===== config.mk =====
export PLATFORM = sky130hd
export DESIGN_NAME = updown_dir_ctrl
export DESIGN_NICKNAME = d
export VERILOG_FILES = /design/src/rtl/updown_dir_ctrl.sv
export SDC_FILE = /design/constraint.sdc
export NUM_CORES = 1
export LEC_CHECK = 0
export ABC_CLOCK_PERIOD_IN_PS = 1500
export CORE_AREA = 2 2 39 41
export CTS_CLUSTER_DIAMETER = 30
export DETAILED_ROUTE_END_ITERATION = 8
export DIE_AREA = 0 0 41 43
export HOLD_SLACK_MARGIN = 0.06
export SYNTH_ARGS = -nofsm -noshare
export SYNTH_HDL_FRONTEND = slang
export SYNTH_SLANG_ARGS = --single-unit
export TNS_END_PERCENT = 30

===== constraint.sdc =====
create_clock -name clk -period 1.5 [get_ports clk]
set_input_delay 0.15 -clock clk [delete_from_list [all_inputs] [get_ports clk]]
set_output_delay 0.15 -clock clk [all_outputs]
set_load 0.05 [all_outputs]

===== src/rtl/updown_dir_ctrl.sv =====
// -----------------------------------------------------------------------------
// updown_dir_ctrl
//
// Direction controller for an up/down counter stage on the same clock.
// A debounced pushbutton toggles the count direction. With auto_mode set, the
// block also watches the counter's count value and reverses direction one step
// before each range end. The counter and the direction register move on the
// same edge, so the counter reaches the end value and then turns around
// without wrapping: 0,1,2,3,2,1,0,... for N=2.
//
// Parameters
//   N          width of the counter's count bus (N >= 2)
//   DB_CYCLES  consecutive cycles the synchronized button must differ from its
//              debounced value before that value updates (DB_CYCLES >= 2)
//
// Ports
//   clk         system clock, rising edge
//   rst         synchronous, active-high reset; overrides every other input
//   btn         raw pushbutton, asynchronous to clk, may bounce
//   auto_mode   1 = ping-pong reversal at the range ends is enabled
//   count       feedback from the counter's count output
//   up_or_down  registered direction: 1 = up, 0 = down (reset value 1)
//   btn_pulse   registered one-cycle pulse per debounced press (0->1 only)
//   reversal    registered one-cycle pulse in the first cycle a new
//               up_or_down value is presented
// -----------------------------------------------------------------------------
module updown_dir_ctrl #(
    parameter int N         = 2,
    parameter int DB_CYCLES = 4
) (
    input  logic         clk,
    input  logic         rst,
    input  logic         btn,
    input  logic         auto_mode,
    input  logic [N-1:0] count,
    output logic         up_or_down,
    output logic         btn_pulse,
    output logic         reversal
);

    localparam int CW = $clog2(DB_CYCLES) + 1;

    localparam logic [CW-1:0] DB_LAST  = CW'(DB_CYCLES - 1);
    // One step short of each end: the counter steps on the edge the direction
    // flips, so these values land it exactly on 2^N-1 or 0.
    localparam logic [N-1:0]  UP_TURN   = {{(N-1){1'b1}}, 1'b0};
    localparam logic [N-1:0]  DOWN_TURN = N'(1);

    typedef enum logic {
        DIR_DOWN = 1'b0,
        DIR_UP   = 1'b1
    } dir_e;

    // Two-flop synchronizer on the raw button
    logic          sync1_q;
    logic          sync2_q;

    // Debouncer
    logic          db_state_q, db_state_d;
    logic [CW-1:0] db_cnt_q,   db_cnt_d;
    logic          db_prev_q;

    // Registered outputs and direction state
    logic          btn_pulse_q, btn_pulse_d;
    dir_e          dir_q,       dir_d;
    logic          reversal_q,  reversal_d;

    logic          auto_hit;

    // NOTE: every signal assigned here gets a default at the top of the block,
    // so no path can leave one unassigned and infer a latch.
    always_comb begin
        db_state_d  = db_state_q;
        db_cnt_d    = '0;
        btn_pulse_d = 1'b0;
        dir_d       = dir_q;
        reversal_d  = 1'b0;
        auto_hit    = 1'b0;

        // Debounce: the synchronized button must disagree with the debounced
        // value for DB_CYCLES consecutive edges; any agreement restarts it.
        if (sync2_q != db_state_q) begin
            if (db_cnt_q == DB_LAST) begin
                db_state_d = sync2_q;
                db_cnt_d   = '0;
            end else begin
                db_cnt_d   = db_cnt_q + CW'(1);
            end
        end

        // Rising edge of the debounced state only; a release never pulses.
        btn_pulse_d = db_state_q & ~db_prev_q;

        // Compare against the pre-edge count value.
        auto_hit = auto_mode &
                   (((dir_q == DIR_UP)   && (count == UP_TURN)) ||
                    ((dir_q == DIR_DOWN) && (count == DOWN_TURN)));

        // A press and an end-point hit in the same cycle give a single toggle.
        if (btn_pulse_q || auto_hit) begin
            dir_d = (dir_q == DIR_UP) ? DIR_DOWN : DIR_UP;
        end

        reversal_d = btn_pulse_q | auto_hit;
    end

    // NOTE: sequential state uses non-blocking assignments so every flop
    // samples the pre-edge values, independent of statement order.
    always_ff @(posedge clk) begin
        if (rst) begin
            sync1_q     <= 1'b0;
            sync2_q     <= 1'b0;
            db_state_q  <= 1'b0;
            db_cnt_q    <= '0;
            db_prev_q   <= 1'b0;
            btn_pulse_q <= 1'b0;
            dir_q       <= DIR_UP;
            reversal_q  <= 1'b0;
        end else begin
            sync1_q     <= btn;
            sync2_q     <= sync1_q;
            db_state_q  <= db_state_d;
            db_cnt_q    <= db_cnt_d;
            db_prev_q   <= db_state_q;
            btn_pulse_q <= btn_pulse_d;
            dir_q       <= dir_d;
            reversal_q  <= reversal_d;
        end
    end

    assign up_or_down = (dir_q == DIR_UP);
    assign btn_pulse  = btn_pulse_q;
    assign reversal   = reversal_q;

endmodule

==> impl_results.md <==
* GR met1 Demand/Resource at 0.109
* Clock input transition at the sequential cells of the worst setup and hold paths at 70 ps
* Post-Place Setup Slack at 217 ps
* Portion of the clock cycle consumed by the worst path in the final layout at 0.849
* R2R setup slack at 230 ps
* Top cell type's share of synthesized area at 0.542
* GRT Util Overall at 0.0871
* Async SR Flop Fraction at 0
* Sequential element share of the synthesized area at 0.542
* Dominant cells by area after synthesis: dfxtp_1 (54%), ha_1 (6.8%), a31oi_1 (5.1%)
* Number of post-CTS setup repair buffers at 0
* Vertical die dimension at 43 um
* Floorplan core area at 0.00138 sq mm
* Peak VDD IR at 0.545 mV
* Nets at 56
* Fin. Hold Viols at 0
* Per-cell routed wire length at 8.43 um
* Clock buffer depth at 2
* Share of final-layout standard cells stronger than drive strength 1 at 0.277
* Number of cells on the worst hold path at 1
* Commonest cells post-synth: dfxtp_1 (10), inv_1 (4), a31oi_1 (3), nor2_2 (3), nor2b_1 (3)
* Clock buffers created by TritonCTS at 3
* Number of different library cells in the post-synthesis netlist at 14
* Quantity of hold-fixing buffers added after cts at 0
* # DRC at 0
* Syn Std Cell Area at 369 sq um
* Critical Path Source Type: register
* Antenna cells at 0
* Largest net degree at the start of global routing at 7
* Final slew viol count at 0
* Most used DFF post-synth: dfxtp_1
* Most area-hungry cell type in the Yosys netlist: dfxtp_1
* Worst slew pin tran at 122 ps
* Vias in the first global route at 217
* Max-Cap Viols at 0
* Type of the setup path with the least slack: reg -> reg
* Capturing element type of the critical path: register
* Filler cell count in the final layout at 136
* Setup TNS after final layout at 0 ps
* Register Area at 200 sq um
* RSZ-0062 raised after global routing: no
* Number of placement rows at 14
* Number of cells produced by synthesis at 34
* Largest driver fanout on the critical path at 3
* Clock tree from TritonCTS: done
* Quantity of gates resized following cts at 0
* Setup skew after layout at 8.04 ps
* Startpoint of the most critical hold path: db_prev_q
* First-pass GRT wire length at 924 um
* Max H-tree Level at 1
* Slew Limit Headroom at 0.916
* GRT overflow at 0
* Syn-to-layout area delta at 36.9%
* Initial detailed-routing violation count at 2
* Finish-stage setup viols at 0
* Combined area of the multi-input logic cells at 154 sq um
* TritonRoute pass-1 iters at 3
* Cell Pwr Density at 1100 mW/mm^2
* Most numerous cell in the Yosys netlist: dfxtp_1
* Count of pins on the block boundary at 9
* Met2 Track Usage GR at 0.0875
* Horizontal die dimension at 41 um
* Synthesis warning total at 0
* Final critical-path required period at 1270 ps
* Routability cong. at 0.653
* Initial Util at 0.267
* Global route hottest layer: met1
* Number of clock sinks seen by CTS at 10
* Die Footprint at 0.00176 sq mm
* Endpoint of the most critical register-to-register path: db_cnt_q[0]
* Result of the run: complete, no violations
* Beginning of the worst register-to-register path: db_cnt_q[0]
* Met3 Use GR at 0.0681
* Leakage at 0.196 nW
* Insertion delay of the later-clocked pin in the worst-skew pair at 260 ps
* Highest achievable clock rate at 785 MHz
* Synthesized net count at 42
* Final Worst Setup Slack at 227 ps
* Setup crit start: db_cnt_q[0]
* Data required time at the worst endpoint at 1710 ps
* Clk root buf: clkbuf_4
* Flip-flop and latch count after synthesis at 10
* Count of buffers from port buffering at 8
* Antenna violations before repair at 0
* Via-per-instance ratio at 4.17
* Total length of routed wires at 531 um
* Average cell area after synthesis at 10.9 sq um
* DR vias at 263
* Path depth of the worst reg2reg path at 4
* Path category of the worst min-delay check: reg -> reg
* Data arrival time of the worst path at 1480 ps
* Capture endpoint of the worst hold path: btn_pulse
* Number of enable-type register cells in the synthesized netlist at 0
* Post-detailed-route count of antenna-violating nets at 0
-- power by group --
part           leakage [nW]  switching [mW]  internal (mW)
combinational        0.0935          0.0206         0.0232
sequential           0.0813         0.00319          0.271
clock                0.0210          0.0894          0.147
-- critical path, cell delays in order, from the launching register on --
cell	delay (ps)
dfxtp_1	320
ha_1	200
ha_1	200
or3_4	420
nor2_2	80
-- state kept, by name (all words and copies together), names as in the netlist --
signal      count
sync2_q         1
btn_pulse       1
reversal        1
sync1_q         1
db_cnt_q        3
db_prev_q       1
up_or_down      1
db_state_q      1
-- routing by layer --
layer | vias up | share of wire | routed length, um
li1 | 142 | - | -
met1 | 112 | 0.47 | 251
met2 | 7 | 0.42 | 221
met3 | 2 | 0.090 | 48
met4 | 0 | 0.015 | 8
met5 | - | 0 | 0
-- cell usage in the layout (no fill, tap or decap) --
cell,count
dfxtp_1,10
clkdlybuf4s50_1,5
inv_1,4
buf_4,4
nor2b_1,3
nor2_2,3
a31oi_1,3
clkbuf_4,3
nand4b_1,2
ha_1,2
mux2i_1,1
nor2_1,1
xnor2_1,1
or3_4,1
nor2b_2,1
nand3b_1,1
o21ai_0,1
clkbuf_8,1
-- logic make-up after synthesis --
| group | count (synthesis) | synth area share |
|---|---|---|
| and+or+nand+nor | 12 | 0.234 |
| buffers and inverters | 4 | 0.0407 |
| muxes | 1 | 0.0271 |
| DFF | 10 | 0.542 |
| xor gates and xnor gates | 1 | 0.0237 |
| adders and majority gates | 2 | 0.0678 |
| AOI/OAI and AO/OA | 4 | 0.0644 |
-- stage by stage --
step | power, mW | util | cell area (sq um) | hold WS [ps] | cells
6_report | 0.555 | 0.365 | 505 | 373 | 63
5_1_grt | 0.581 | 0.365 | 505 | 386 | 63
4_1_cts | 0.565 | 0.365 | 505 | 373 | 63
3_5_place_dp | 0.324 | 0.339 | 469 | 374 | 59
3_3_place_gp | 0.324 | 0.339 | 469 | 375 | 59
2_1_floorplan | 0.299 | - | 369 | 219 | 34
-- cell type report --
class | instances | area share
multi-input cells | 20 | 0.304
flip-flops and latches | 10 | 0.396
inverters | 4 | 0.0297
repair buffers | 9 | 0.158
well taps | 16 | 0.0396
clock buffers | 4 | 0.0718
-- worst max-delay path by stage --
stage,end,slack [ps],depth (start not counted)
final,db_cnt_q[0],230,4
after global placement,db_cnt_q[1],240,4
after floorplan,db_cnt_q[0],280,4
after detailed placement,db_cnt_q[0],220,4
after global routing,db_cnt_q[0],150,4
after CTS,db_cnt_q[0],200,4
(Power assumes the default switching activity.)
